--- src/rtl/uart_receiver.sv ---
// uart_receiver
//   Serial-to-parallel UART receiver: 8N1, LSB first, idle-high line.
//   The asynchronous line goes through a 2-flop synchroniser. A start bit is
//   confirmed at its mid-point, and each data/stop bit is sampled one full bit
//   period after the previous sample. Good bytes land in a one-entry
//   valid/ready holding register. If that register is still full, the new byte
//   is dropped and a sticky overrun flag is set.
//
// Ports
//   clk          : clock, all logic on posedge
//   rst_n        : synchronous active-low reset
//   rx           : asynchronous serial input (idle 1, start 0, 8 data, stop 1)
//   rx_data[7:0] : received byte, meaningful while rx_valid is high
//   rx_valid     : holding register full
//   rx_ready     : consumer takes rx_data when rx_valid && rx_ready at posedge
//   rx_frame_err : one-cycle pulse when a stop bit is sampled low
//   rx_overrun   : sticky; a good frame was dropped because the register was full
//   rx_busy      : receiver FSM is not idle
//
// Handshake: a transfer happens on every posedge where rx_valid && rx_ready.
// rx_valid never drops without a transfer. rx_ready has no effect while
// rx_valid is low.
module uart_receiver #(
  parameter int CLKS_PER_BIT = 8
) (
  input  logic       clk,
  input  logic       rst_n,
  input  logic       rx,
  output logic [7:0] rx_data,
  output logic       rx_valid,
  input  logic       rx_ready,
  output logic       rx_frame_err,
  output logic       rx_overrun,
  output logic       rx_busy
);

  localparam int CW = $clog2(CLKS_PER_BIT);
  localparam logic [CW-1:0] CNT_LAST = CW'(CLKS_PER_BIT - 1);
  localparam logic [CW-1:0] CNT_HALF = CW'(CLKS_PER_BIT / 2 - 1);

  typedef enum logic [2:0] {
    IDLE      = 3'd0,
    START     = 3'd1,
    DATA      = 3'd2,
    STOP      = 3'd3,
    WAIT_IDLE = 3'd4
  } state_t;

  state_t        state, state_nx;
  logic          s1, rx_s;
  logic [1:0]    sync_fill;
  logic          armed;
  logic [CW-1:0] clk_cnt, clk_cnt_nx;
  logic [2:0]    bit_idx, bit_idx_nx;
  logic [7:0]    shift, shift_nx;
  logic          frame_ok, frame_bad;

  // Synchroniser and arm flag. The synchroniser flops reset to 1, so for the
  // first two cycles after reset rx_s still shows the reset value and not
  // the line. sync_fill tracks when rx_s carries a real line sample. This
  // keeps a line held low through reset from arming the receiver.
  always_ff @(posedge clk) begin
    if (!rst_n) begin
      s1        <= 1'b1;
      rx_s      <= 1'b1;
      sync_fill <= 2'b00;
      armed     <= 1'b0;
    end else begin
      s1        <= rx;
      rx_s      <= s1;
      sync_fill <= {sync_fill[0], 1'b1};
      if (sync_fill[1] && rx_s) armed <= 1'b1;
    end
  end

  // FSM state and bit-timing registers.
  always_ff @(posedge clk) begin
    if (!rst_n) begin
      state   <= IDLE;
      clk_cnt <= '0;
      bit_idx <= 3'd0;
      shift   <= 8'h00;
    end else begin
      state   <= state_nx;
      clk_cnt <= clk_cnt_nx;
      bit_idx <= bit_idx_nx;
      shift   <= shift_nx;
    end
  end

  // Next-state logic. The START check happens half a bit after the synchronised
  // edge. From there each full-bit count lands on the middle of the next bit.
  always_comb begin
    state_nx   = state;
    clk_cnt_nx = clk_cnt;
    bit_idx_nx = bit_idx;
    shift_nx   = shift;
    frame_ok   = 1'b0;
    frame_bad  = 1'b0;
    case (state)
      IDLE: begin
        clk_cnt_nx = '0;
        bit_idx_nx = 3'd0;
        if (armed && !rx_s) state_nx = START;
      end
      START: begin
        if (clk_cnt == CNT_HALF) begin
          clk_cnt_nx = '0;
          // The line is high again at mid-start, so this was a glitch.
          state_nx   = rx_s ? IDLE : DATA;
        end else begin
          clk_cnt_nx = clk_cnt + 1'b1;
        end
      end
      DATA: begin
        if (clk_cnt == CNT_LAST) begin
          clk_cnt_nx = '0;
          shift_nx   = {rx_s, shift[7:1]};
          bit_idx_nx = bit_idx + 3'd1;
          if (bit_idx == 3'd7) state_nx = STOP;
        end else begin
          clk_cnt_nx = clk_cnt + 1'b1;
        end
      end
      STOP: begin
        if (clk_cnt == CNT_LAST) begin
          clk_cnt_nx = '0;
          if (rx_s) begin
            frame_ok = 1'b1;
            state_nx = IDLE;
          end else begin
            frame_bad = 1'b1;
            state_nx  = WAIT_IDLE;
          end
        end else begin
          clk_cnt_nx = clk_cnt + 1'b1;
        end
      end
      WAIT_IDLE: begin
        // Break or stuck-low line: wait for the line to go high before
        // accepting another start bit.
        clk_cnt_nx = '0;
        if (rx_s) state_nx = IDLE;
      end
      default: state_nx = IDLE;
    endcase
  end

  assign rx_busy = (state != IDLE);

  // Holding register. When a new byte arrives in the same cycle as a drain,
  // the new byte is loaded directly. The overrun set takes priority over
  // the handshake clear.
  always_ff @(posedge clk) begin
    if (!rst_n) begin
      rx_data      <= 8'h00;
      rx_valid     <= 1'b0;
      rx_overrun   <= 1'b0;
      rx_frame_err <= 1'b0;
    end else begin
      rx_frame_err <= frame_bad;
      if (frame_ok && (!rx_valid || rx_ready)) begin
        rx_data  <= shift;
        rx_valid <= 1'b1;
      end else if (rx_valid && rx_ready) begin
        rx_valid <= 1'b0;
      end
      if (frame_ok && rx_valid && !rx_ready) rx_overrun <= 1'b1;
      else if (rx_valid && rx_ready)         rx_overrun <= 1'b0;
    end
  end

endmodule

--- config.mk ---
export PLATFORM = sky130hd
export DESIGN_NAME = uart_receiver
export DESIGN_NICKNAME = d
export VERILOG_FILES = /design/src/rtl/uart_receiver.sv
export SDC_FILE = /design/constraint.sdc
export NUM_CORES = 1
export LEC_CHECK = 0
export ABC_AREA = 1
export BUFFER_PORTS_ARGS = -buffer_cell sky130_fd_sc_hd__buf_2
export CORE_AREA = 2 2 72 74
export CTS_CLUSTER_DIAMETER = 150
export CTS_CLUSTER_SIZE = 25
export DETAILED_ROUTE_END_ITERATION = 10
export DIE_AREA = 0 0 74 76
export SLEW_MARGIN = 0
export SYNTH_ARGS = -nofsm -noshare
export SYNTH_HDL_FRONTEND = slang
export SYNTH_SLANG_ARGS = --single-unit
--- constraint.sdc ---
create_clock -name clk -period 4.61 [get_ports clk]
set_clock_uncertainty 0.1 [all_clocks]
set_input_delay 0.2305 -clock clk [delete_from_list [all_inputs] [get_ports clk]]
set_output_delay 0.2305 -clock clk [all_outputs]
set_load 0.01 [all_outputs]
[Word level (Yosys, flattened, before mapping)]
Index checks and enable logic that the tools add are counted.
Widths: inputs -> output; s select.
Word-level totals
  output and inout bits: 12
  register bits: 33
  bits of input ports: 4
Operators by class
  add/sub/neg operators: 2
  reduce and logical (&&, ||, !) cells: 22
  equality and inequality tests: 13
  mux-type cells: 22
Operator list (count)
  $mux 3: 10
  $pmux 3 s5: 1
  $ne 2x2->1 const B: 6
  $eq 3x2->1 const B: 3
  $eq 3x3->1 const B: 3
  $pmux 3 s3: 1
  $mux 1: 8
  $add 3x1->3 const B: 2
  $logic_and 1x1->1: 6
  $pmux 3 s2: 1
  $reduce_and 6->1: 1
  $reduce_bool 2->1: 3
  $reduce_bool 3->1: 2
  $reduce_and 2->1: 2
  $reduce_or 2->1: 2
  $eq 3x1->1 const B: 1
  $logic_not 1->1: 3
  $logic_not 3->1: 1
  $reduce_and 3->1: 1
  $mux 2: 1
  $logic_or 1x1->1: 1

[Logic depth before layout (Yosys ltp)]
  depth in word-level cells: 6
  gate-level depth with buffers: 9
  depth with buffers taken out: 9

[Least setup slack after synthesis]
No wires, ideal clock.
  kind: reg2reg
  from: register clk_cnt[0]
  to: register rx_data[6]
  buffers on the path: 1
  path slack: 3.025 ns
  data arrival time: 1.354 ns
  period minus slack after synthesis: 1.585 ns
  stages on the path, launching flop included: 9
  required time: 4.379 ns
  cells stage by stage: dfxtp_1 ha_1 ha_1 buf_2 nand2_1 nor2_8 nand2_4 nand2_1 a21oi_2
Between the ends
  longest elaborated chain between the ends: 4
RTL lines
  start, declared: line 53  | logic [CW-1:0] clk_cnt, clk_cnt_nx;
  start signal, assigned: line 85  | clk_cnt <= clk_cnt_nx;
  $eq 3x3->1: line 126  | if (clk_cnt == CNT_LAST) begin
  $mux 1: line 126
  $mux 1: line 100  | case (state)
  $logic_and 1x1->1: line 162  | if (frame_ok && (!rx_valid || rx_ready)) begin
  end signal, assigned: line 163  | rx_data <= shift;
  end, declared: line 29  | output logic [7:0] rx_data,
Every way passes these cells.
A chain may end at the register's enable or synchronous reset.

[Worst setup path in the final report]
Ends and elaborated chain as after synthesis.

==> reports/metrics.cfg <==
[outcome]
status = complete, no violations

[sta]
slew_headroom_pct = 53.35
whs_ns = 0.04588
finalSetupViolCount = 0
fin_tns_setup_ns = 0
fmax_mhz = 545.9
worstMarginPinSlew_ns = 0.6954
period_share_pct = 39.74
min_period_ns = 1.832
rsz0062_at_grt = no
slew_viol_final = 0
final_hold_viol_count = 0

[detailed_routing]
drtAntennaViolNets = 0
routedWlPerCell_um = 10.30
dr.pass1.iters = 4
wl_mm = 2.709
vias = 1152
vias_per_cell = 4.380
drc_errors = 0
dr.first_iter.drc_count = 70

[final_layout]
mostFrequentLayoutCell = nand2_1
drive_above_1_share_pct = 17.10
final_cells = 263
nNetsFinal = 204
fin_util_pct = 33.21
antenna_cells = 0
mostFrequentLayoutCells = nand2_1, dfxtp_1, a21oi_1, nand3_1, buf_2
fillCellCount = 538
syn_to_final_growth_pct = 16.32

[floorplanning]
die_w_um = 74
core-area_um2 = 4912
rows = 26
die_h_um = 76
die_area_um2 = 5624
ios = 16
start_util_pct = 28.55

[power_and_ir_drop]
p_leak_nw = 0.6865
pwr_density_cell_nw_per_um2 = 423.9
vdd_ir_drop_max_mv = 0.1267
finalPower_w = 0.0006917

[critical_path]
worst_path_largest_cell_delay_ns = 0.37
critical-path-top-delay-family = simple AND/OR/NAND/NOR gates
cp_slowest_cell = ha_1
path_max_fanout = 10
critical_path_class = flop to flop
path_buf_inv = 0
start_kind = flop
required_ns = 4.65
cp-end-kind = flop
worstPathArrival_ns = 1.87
crit_chain = ha_1 > ha_1 > nand2_1 > nor2_8 > nand2_4 > nand2_1 > a21oi_2

[yosys]
synth_compound_area_share_pct = 11.86
syn_avg_cell_area_um2 = 8.015
yosysTopAreaCell = dfxtp_1
yosysUniqueCellTypes = 22
synth_top_area_share_pct = 47.10
yosys-mux-area-fraction_pct = 0
synthAdderAreaFrac_pct = 6.244
synth_top_family_by_area = simple AND/OR/NAND/NOR gates
syn_nets = 186
yosys-top-cells-area = dfxtp_1, nand2_1, a21oi_1
synth_cells = 175
ys_ff_latch = 33
netlist_area_um2 = 1403
synth-simple-area-share_pct = 29.62
synth_seq_area_share_pct = 47.10
yosysWarnings = 0
yosys.area_share.xor_xnor_pct = 0

[global_routing]
grt_max_degree = 27
grt_pass1_vias = 1102
overflow = 0
grt.total_usage_pct = 11.14
antenna_found_initial = 0
grt_pass1_wl_mm = 4.940

[cts]
clk_pin_slew_ns = 0.06
cts_resized = 0
clock_latency_ns = 0.28
cts.sinks = 33
tritoncts = done
cts_max_level = 2
clk_path_buf_depth = 2
cts_setup_buffers = 0
numCtsBuffers = 5
postCtsHoldBufs = 0
cts_root_buf = clkbuf_8

[placed_design]
gp_routability_congestion = 0.8123
dp_hpwl_mm = 1.915
port_buffers = 15
dpl.cell_count = 256

[flow_run]
max_cap_violations = 0

[hold_path]
hold_path_class = input pin to flop

[cells in the mapped netlist (all sizes together)]
cell type  number
buf             2
clkinv          1
nand3          22
inv            13
nor4            1
or2             2
clkbuf          2
nand4           2
o21ai           4
nand2          42
a21oi          27
dfxtp          33
nor2           16
ha              7
nand3b          1
[cell families (layout without fill, tap and decap cells)]
kind of cell               after synthesis  count (layout)
AOI/OAI and AO/OA                       31              31
adders and majority gates                7               7
buffers and inverters                   18              36
DFF                                     33              33
and+or+nand+nor                         86              86
[final timing paths]
check                                 from    endpoint  slack (ns)  depth (start not counted)
worst max register to register  clk_cnt[0]  rx_data[6]        2.78                          7
worst max-delay path            clk_cnt[0]  rx_data[6]        2.78                          7
worst min-delay path                    rx          s1        0.05                          2
worst min register to register          s1        rx_s        0.31                          1
[registers in the layout, indices dropped and copies added, names as in the netlist]
register / count
rx_data: 8
shift: 8
bit_idx: 3
clk_cnt: 3
state: 3
sync_fill: 2
armed: 1
rx_frame_err: 1
rx_overrun: 1
rx_s: 1
rx_valid: 1
s1: 1
[layout make-up]
cell class	instances	area, µm²	area share (%)
Multi-Input combinational cell	124	669.4	41.03
Sequential cell	33	660.6	40.49
Tap cell	70	87.58	5.368
Clock buffer	7	86.33	5.291
Timing Repair Buffer	15	75.07	4.601
Inverter	14	52.55	3.221
[power breakdown]
group	leakage (nW)	switching, W	total [W]	internal (W)
Combinational	0.375	0.000103	0.000155	0.0000515
Clock	0.0443	0.0000945	0.000213	0.000118
Sequential	0.268	0.0000228	0.000324	0.000301
Total	0.686	0.000220	0.000692	0.000471
[through the flow]
step	cell area [µm²]	setup slack, ns
final	1632	2.778
after global routing	1632	2.626
after CTS	1632	2.776
after detailed placement	1545	2.794
after global placement	1545	2.808
after floorplan	1403	3.025
[per-layer routing]
metal / up-vias / routed length (µm) / track usage (%) / share of wire [%]
met5: - / 0 / 0 / 0
met4: 0 / 50 / 5.091 / 1.8
met3: 9 / 120 / 4.233 / 4.4
met2: 17 / 1258 / 16.16 / 46
met1: 516 / 1279 / 14.49 / 47
li1: 610 / - / - / -
[worst register-to-register path, stage by stage (launching register included)]
cell     delay (ns)
dfxtp_1        0.34
ha_1           0.22
ha_1           0.37
nand2_1        0.20
nor2_8         0.22
nand2_4        0.11
nand2_1        0.09
a21oi_2        0.05
Note: power is estimated with default switching activity, not from simulation.
